File: config.mk
export PLATFORM = sky130hd
export DESIGN_NAME = fsm_spit_dac
export DESIGN_NICKNAME = d
export VERILOG_FILES = /design/src/rtl/fsm_spit_dac.sv
export SDC_FILE = /design/constraint.sdc
export NUM_CORES = 1
export LEC_CHECK = 0
export BUFFER_PORTS_ARGS = -buffer_cell sky130_fd_sc_hd__buf_2
export CAP_MARGIN = 20
export CORE_MARGIN = 2
export CORE_UTILIZATION = 54
export CTS_CLUSTER_DIAMETER = 100
export DETAILED_ROUTE_END_ITERATION = 10
export PLACE_DENSITY = 0.78
export SLEW_MARGIN = 20
export SYNTH_ARGS = -nofsm -noshare
export SYNTH_HDL_FRONTEND = slang
export SYNTH_SLANG_ARGS = --single-unit
export TNS_END_PERCENT = 30
File: constraint.sdc
create_clock -name clk_i -period 2.1 [get_ports clk_i]
set_input_delay 0 -clock clk_i [delete_from_list [all_inputs] [get_ports clk_i]]
set_output_delay 0 -clock clk_i [all_outputs]
set_load 0.005 [all_outputs]
File: src/rtl/fsm_spit_dac.sv
// fsm_spit_dac: SPI mode-0 master that shifts one DATA_W-bit word out MSB first.
// Every pin is registered from the next-state decode, so there is no input-to-pin path.
module fsm_spit_dac #(
    parameter int DATA_W = 24,
    parameter int DIV    = 2
) (
    input  logic              clk_i,
    input  logic              rst_i,
    input  logic              strt_i,
    input  logic [DATA_W-1:0] data_i,
    output logic              sclk_o,
    output logic              mosi_o,
    output logic              cs_o,
    output logic              eot_o,
    output logic              done_o
);
    localparam int PW = $clog2(DIV + 1);
    localparam int BW = $clog2(DATA_W + 1);

    typedef enum logic [2:0] {IDLE, SETUP, HIGH, LOW, DONE} state_t;

    state_t            state, n_state;
    logic [PW-1:0]     cnt, n_cnt;
    logic [BW-1:0]     bcnt, n_bcnt;
    logic [DATA_W-1:0] sh, n_sh;
    logic              last, act;

    assign last = cnt == PW'(DIV - 1);
    assign act  = n_state inside {SETUP, HIGH, LOW};

    always_comb begin
        n_state = state;
        n_cnt   = cnt + 1'b1;
        n_bcnt  = bcnt;
        n_sh    = sh;
        case (state)
            IDLE: begin
                n_cnt = '0;
                if (strt_i) begin
                    n_state = SETUP;
                    n_sh    = data_i;
                    n_bcnt  = '0;
                end
            end
            SETUP: if (last) begin
                n_state = HIGH;
                n_cnt   = '0;
            end
            // The shift lands on the falling SCLK edge; the final bit is held through the CS hold phase.
            HIGH: if (last) begin
                n_state = LOW;
                n_cnt   = '0;
                n_bcnt  = bcnt + 1'b1;
                if (bcnt != BW'(DATA_W - 1)) n_sh = {sh[DATA_W-2:0], 1'b0};
            end
            LOW: if (last) begin
                n_state = (bcnt == BW'(DATA_W)) ? DONE : HIGH;
                n_cnt   = '0;
            end
            DONE: begin
                n_state = IDLE;
                n_cnt   = '0;
            end
            default: begin
                n_state = IDLE;
                n_cnt   = '0;
            end
        endcase
    end

    always_ff @(posedge clk_i or negedge rst_i) begin
        if (!rst_i) begin
            state  <= IDLE;
            cnt    <= '0;
            bcnt   <= '0;
            sh     <= '0;
            sclk_o <= 1'b0;
            mosi_o <= 1'b0;
            cs_o   <= 1'b1;
            eot_o  <= 1'b1;
            done_o <= 1'b0;
        end else begin
            state  <= n_state;
            cnt    <= n_cnt;
            bcnt   <= n_bcnt;
            sh     <= n_sh;
            sclk_o <= n_state == HIGH;
            mosi_o <= act & n_sh[DATA_W-1];
            cs_o   <= !act;
            eot_o  <= !act;
            done_o <= n_state == DONE;
        end
    end
endmodule
### Word level (Yosys, flattened, before mapping)

Cells that the tools add are included.
W data, S select, Z words.

* flip-flop bits (word level): 38
* bits in latches: 0
* bits in writable memories: 0
* ROM bits: 0
* bits of input ports: 27
* output and inout port bits: 5
* word-level logic and storage cells: 47
* memories kept: 0

* add/sub/neg operators: 2
* multipliers: 0
* div/mod/pow operators: 0
* order comparisons: 0
* equal/unequal tests: 13
* shift-type cells: 0
* muxes and demuxes: 15
* bitwise gates (word level): 1
* reduce and logical (&&, ||, !) cells: 7

Operators by type and width (count)
* $mux W24: 3
* $pmux W24 S2: 1
* $mux W3: 5
* $eq A3 B2 Y1 const B: 4
* $pmux W3 S4: 1
* $mux W5: 2
* $pmux W5 S2: 1
* $eq A3 B1 Y1 const B: 2
* $ne A2 B2 Y1 const B: 3
* $add A5 B1 Y5 const B: 1
* $eq A5 B5 Y1 const B: 1
* $ne A5 B5 Y1 const B: 1
* $mux W2: 2
* $reduce_and A4 Y1: 1
* $eq A3 B3 Y1 const B: 1
* $logic_not A3 Y1: 1
* $reduce_and A3 Y1: 1
* $reduce_bool A3 Y1: 1
* $reduce_or A3 Y1: 1
* $add A2 B1 Y2 const B: 1
* $eq A2 B1 Y1 const B: 1
* $reduce_bool A2 Y1: 1
* $and A1 B1 Y1: 1
* $logic_not A1 Y1: 1

### Depth between registers and ports, before layout

Gate-level depths: netlist of the first run.

* depth in word-level cells: 7
* gate-level depth with buffers: 7
* mapped depth without buffers: 6

### Least setup slack after synthesis of the first run

OpenSTA, ideal clock, no wires.

* path type: register to register
* from: reg state[2]
* to: reg sh[1]
* library setup time: 0.124 ns
* arrival time: 1.366 ns
* required time: 1.976 ns
* slack: 0.610 ns
* stages on the path, launching flop included: 7
* buffers on the path: 2
* period minus slack after synthesis: 1.490 ns
* cell sequence: dfrtp_1 > buf_2 > nor4b_4 > a31oi_1 > buf_2 > nand2_1 > nand2_1

* cells in the longest elaborated chain, start to end: 3
* elaborated cells between the ends (all ways): 8
* classes of those cells: 4 x eq/ne; 1 x mux; 3 x reduce/logical

Ends and longest elaborated chain
* start: declaration: RTL line 22 `state_t state, n_state;`
* start signal: assignment: RTL line 83 `state <= n_state;`
* $eq A3 B2 Y1 or $logic_not A3 Y1 (tied branches): RTL line 36 `case (state)`
* $ne A2 B2 Y1 (no line) or $reduce_bool A2 Y1 (tied branches)
* $reduce_and A4 Y1 (no line)
* end signal: assignment: RTL line 86 `sh <= n_sh;`
* end: declaration: RTL line 25 `logic [DATA_W-1:0] sh, n_sh;`

Several ways; a longest one is shown, not always the timed one.
A chain may end at the register's enable or synchronous reset.

### Worst setup path in the final report of the first run

* from: reg state[0]
* to: reg bcnt[1]

* cells in the longest elaborated chain, start to end: 3
* elaborated cells between the ends (all ways): 7
* classes of those cells: 3 x eq/ne; 1 x mux; 3 x reduce/logical

Ends and longest elaborated chain
* $eq A3 B2 Y1 or $logic_not A3 Y1 (tied branches): RTL line 36
* $ne A2 B2 Y1 (no line) or $reduce_bool A2 Y1 (tied branches)
* $reduce_and A3 Y1 (no line)
* end signal: assignment: RTL line 85 `bcnt <= n_bcnt;`
* end: declaration: RTL line 24 `logic [BW-1:0] bcnt, n_bcnt;`

Several ways; a longest one is shown, not always the timed one.

==> qor.csv, run 1 <==
metric,value,unit
status,completed,
Leak,1.13,nW
"delay-heaviest family, CP",flip-flops,
Syn Nets,202,
Syn Area/Cell,10.1,um2
share of cells above drive strength 1,0.206,
CP Launch Type,register,
# H-tree levels,2,
CTS buffer count,5,
first-pass GRT wire length,6.42,mm
"Slew Viols, Final",0,
RSZ-0062 raised after global routing,no,
grt met3 use,0.0426,
CP max-delay cell,dfrtp_1,
"slowest stage delay, CP",0.56,ns
clk sinks,38,
GP Congestion,0.786,
vias in the first global route,1462,
antenna violations before repair,0,
Post-synth EDFFs,0,
Port-buffer cells,31,
Final Hold Viols,0,
"top cells by area, synth","dfrtp_1 (53%), nand2_1 (11%), a22oi_1 (9.4%), nor4b_4 (2.7%), nor2b_1 (2.1%)",
CP Capture Type,register,
synthesis-to-layout area growth,28.3,%
CTS tree,done,
leading area contributor after synthesis,dfrtp_1,
Yosys reg bits,38,
n_diodes,0,
Fin Setup TNS,0,ns
post-synthesis sequential area ratio,0.544,
M2 GR Usage,0.407,
placed cells,240,
Max Freq,553,MHz
setup violators final,0,
post-synth cell types,33,
Worst Hold Class,input port to register,
Post-synth ARST share,1.00,
fin cells,272,
Critical Path AT,2.04,ns
GRT Util Overall,0.239,
clock latency on the worst-skew pair,0.34,ns
Setup WS pre-CTS,0.118,ns
max-cap violations,0,
CP cell instances,nor4b_4 > buf_4 > nand2_1 > a22o_1 > a32o_1,
final worst path period share,0.861,
site row count,20,
Pre-antenna DRT Iters,4,
initial drt markers,65,
DRC Markers,0,
die width,60.9,um
normalized max-slew margin,0.458,
die area,3710,um2
Antenna Nets Post-Route,0,
WP buf/inv,1,
pwr/cell area,1130,nW/um2
prevailing post-synth register cell,dfrtp_1,
Final WS setup,0.291,ns
final WL,3.72,mm
clock slew at reported path FFs,0.10,ns
tightest hold margin,0.0999,ns
Power Total,2.53,mW
Post-synth top cells,"nand2_1 (49), dfrtp_1 (37), a22oi_1 (22), buf_2 (7)",
Initial Utilization,0.568,
Critical Path Fanout Max,12,
clk_skew,0.00975,ns
Avg WL per Cell,13.7,um
Yosys top cell area share,0.529,
core area,3080,um2
nets@finish,256,
CP required,2.33,ns
crit path kind,register to register,
I/O pin cnt,32,
gate count after technology mapping,173,
Die Span Y,60.9,um
total grt overflow,0,
Vias/cell,5.40,
Max clock buf depth,2,
met1 usage,0.299,
minimum clock period,1.81,ns
Most Crowded Layer GR,met2,
largest net degree at the start of global routing,39,
Mapped Area,1750,um2
Synth warnings,0,
HPWL after detailed placement,2.33,mm
Max rail drop VDD,0.000640,V
most frequent cell after synthesis,nand2_1,
vias,1469,
Clk Tree Root Cell,clkbuf_4,
worst slew pin tran,0.812,ns
path summary, 6_finish.rpt:
check,to,slack (ns),cells after the start,startpoint
setup / recovery,bcnt[1],0.29,5,state[0]
hold / removal,sh[23],0.1,3,data_i[23]
hold reg to reg,sh[7],0.49,2,sh[7]
min in group asynchronous,sh[2],0.28,2,rst_i
max in group asynchronous,state[1],1.30,2,rst_i
setup reg to reg,bcnt[1],0.29,5,state[0]
per-stage QoR:
stage	utilization	instance area (um2)
after global routing	0.729	2240
after detailed placement	0.624	1920
after global placement	0.624	1920
final	0.729	2240
after floorplan	-	1750
after CTS	0.726	2230
registers in the layout (all words and copies together), names as in the netlist:
name    count
mosi_o      1
sclk_o      1
state       3
sh         24
done_o      1
bcnt        5
eot_o       1
cnt         2
timing repair:
item,4_1_cts,5_1_grt
setup buffers,0,0
setup endpoints to repair,0,22
hold endpoints to repair,60,0
hold buffers,24,0
resized for setup,0,1
final cells by class:
class,count,area (um2)
clock inverter,1,30.0
fill,229,835
tap,44,55.1
inverter,2,7.51
clock buffer,7,45.0
timing repair buffer,59,425
multi-input combinational,121,728
sequential,38,952
logic make-up (layout without fill, tap and decap cells):
family / Yosys count / in the layout / share of synthesized area
AOI/OAI and AO/OA: 36 / 36 / 0.148
xor gates and xnor gates: 3 / 3 / 0.0150
adders and majority gates: 2 / 2 / 0.0143
DFF: 38 / 38 / 0.544
buffers and inverters: 14 / 69 / 0.0479
and+or+nand+nor: 80 / 80 / 0.230
power by group:
part	switching [mW]	leakage [nW]	internal, mW
Clock	0.228	0.0395	0.253
Sequential	0.210	0.491	1.00
Combinational	0.465	0.601	0.373
worst min-delay path, stage by stage:
cell and delay [ns]:
buf_2 0.09, a31oi_1 0.08, o211ai_1 0.21
cell usage in the layout (no fill, tap or decap), types with 2 or more instances in the layout:
master         count
a211oi_1           2
dlygate4sd3_1     24
a21oi_1            2
buf_4              4
nand3_1            4
dfrtp_1           37
and3_1             3
inv_1              2
xor2_1             3
nand2_1           49
ha_1               2
o21ai_0            3
buf_2             31
nor3_1             3
nor4b_4            2
nor2_1             6
a22oi_1           22
clkbuf_1           2
clkbuf_4           5
nor2b_1            6
per-layer routing:
layer | vias to the layer above | wire length [um]
li1 | 711 | -
met5 | - | 0
met3 | 4 | 167
met4 | 0 | 38
met2 | 47 | 1900
met1 | 707 | 1620
(Power assumes the default switching activity.)
==> run 2: changes to the inputs <==
--- a/config.mk
+++ b/config.mk
@@ -8,10 +8,11 @@
 export BUFFER_PORTS_ARGS = -buffer_cell sky130_fd_sc_hd__buf_2
 export CAP_MARGIN = 20
 export CORE_MARGIN = 2
-export CORE_UTILIZATION = 54
+export CORE_UTILIZATION = 57
+export CTS_BUF_LIST = sky130_fd_sc_hd__clkbuf_8
 export CTS_CLUSTER_DIAMETER = 100
 export DETAILED_ROUTE_END_ITERATION = 10
-export PLACE_DENSITY = 0.78
+export PLACE_DENSITY = 0.81
 export SLEW_MARGIN = 20
 export SYNTH_ARGS = -nofsm -noshare
 export SYNTH_HDL_FRONTEND = slang
==> qor.csv, run 2 (synthesis gave the netlist of run 1 again) <==
metric,value,unit
"slowest stage delay, CP",0.60,ns
WHS Endpoint,sh[23],
largest net degree at the start of global routing,39,
register area,952,um2
die width,59.4,um
share of cells above drive strength 1,0.208,
Antenna Nets Post-Route,0,
reg2reg setup slack,0.20,ns
max-cap violations,0,
Fin Setup TNS,0,ns
Pre-antenna DRT Iters,4,
initial drt markers,108,
GP Congestion,0.819,
max reg flops,24,
GRT Util Overall,0.249,
HPWL after detailed placement,2.36,mm
status,completed,
Initial Utilization,0.587,
n_diodes,0,
CTS buffer count,5,
core area,2980,um2
WP buf/inv,1,
Hold Path Stages,3,
Filler cells,204,
clk sinks,38,
Clk Tree Root Cell,clkbuf_8,
Max clock buf depth,2,
CP required,2.32,ns
Max Freq,527,MHz
clk_skew,0.00189,ns
minimum clock period,1.90,ns
area of the multi-input gates,728,um2
crit path kind,register to register,
Leak,1.14,nW
final worst path period share,0.903,
setup bufs post-CTS,0,
Worst Min Path Start,data_i[23],
setup violators final,0,
CP max-delay cell,nor4b_4,
CP Launch Type,register,
I/O pin cnt,32,
biggest regs,"sh (24), bcnt (5), state (3)",
clock slew at reported path FFs,0.07,ns
RSZ-0062 raised after global routing,no,
"commonest non-fill, non-tap cell in the layout",nand2_1,
Avg WL per Cell,15.1,um
Port-buffer cells,31,
CP cell instances,nor4b_4 > and3_1 > buf_4 > a22oi_1 > nand2_1,
clock latency on the worst-skew pair,0.29,ns
Max rail drop VDD,0.000739,V
"delay-heaviest family, CP",simple AND/OR/NAND/NOR gates,
"Slew Viols, Final",0,
Final Hold Viols,0,
final WL,3.91,mm
Worst Hold Class,input port to register,
vias in the first global route,1430,
reg2reg end,sh[9],
most frequent cells in the layout,"nand2_1 (49), dfrtp_1 (37), buf_2 (31), dlygate4sd3_1 (24), a22oi_1 (22)",
Power Total,2.55,mW
Critical Path AT,2.12,ns
Worst R2R Start,state[2],
worst slew pin tran,0.819,ns
site row count,20,
Vias/cell,5.73,
synthesis-to-layout area growth,27.9,%
Worst R2R Path Depth,5,
nets@finish,256,
die area,3530,um2
Die Span Y,59.4,um
first-pass GRT wire length,6.40,mm
Critical Path Fanout Max,23,
pwr/cell area,1140,nW/um2
Largest Register,sh,
antenna violations before repair,0,
normalized max-slew margin,0.454,
vias,1485,
CTS tree,done,
# H-tree levels,2,
DRC Markers,0,
total grt overflow,0,
CP Capture Type,register,
==> run 2: worst register-to-register path: cells and delay by family (launching register included) <==
family / cells / cell delay, ns
compound gates: 1 / 0.13
simple gates: 3 / 0.93
buf+inv: 1 / 0.25
flops: 1 / 0.53
==> run 2: timing repair <==
item,4_1_cts,5_1_grt
resized for setup,0,1
hold buffers,24,0
setup endpoints to repair,0,22
endpoints found under the hold margin,60,0
==> run 2: worst max-delay path by stage <==
stage / startpoint / endpoint / slack (ns) / cells after the start
after floorplan: state[2] / sh[1] / 0.61 / 6
after global placement: state[2] / sh[13] / 0.25 / 4
after detailed placement: state[2] / sh[16] / 0.11 / 4
after CTS: state[2] / sh[6] / 0.1 / 4
after global routing: state[2] / sh[6] / 0.08 / 5
final: state[2] / sh[9] / 0.20 / 5
==> run 2: power by group <==
part / switching [mW] / internal, mW
combinational: 0.485 / 0.372
sequential: 0.201 / 1.01
clock: 0.237 / 0.253
==> run 2: final cells by class <==
type                    count  share of cell area
multi-input cells         121               0.326
clock buffers               6              0.0369
inverters                   2             0.00336
well taps                  33              0.0185
flip-flops and latches     38               0.426
repair buffers             59               0.190
==> run 2: layer usage <==
metal	GRT usage	share of wire
met4	0.0617	0.010
met1	0.313	0.43
met5	0	0
met3	0.0830	0.039
met2	0.414	0.52
==> run 2: stage by stage <==
stage	hold slack (ns)	instance area [um2]	std cells	setup WS [ns]	utilization
after CTS	0.0971	2230	259	0.0999	0.748
after global routing	0.140	2240	259	0.0839	0.751
after floorplan	-0.296	1750	173	0.610	-
after detailed placement	0.133	1910	229	0.112	0.640
final	0.113	2240	259	0.203	0.751
after global placement	0.125	1910	229	0.248	0.640
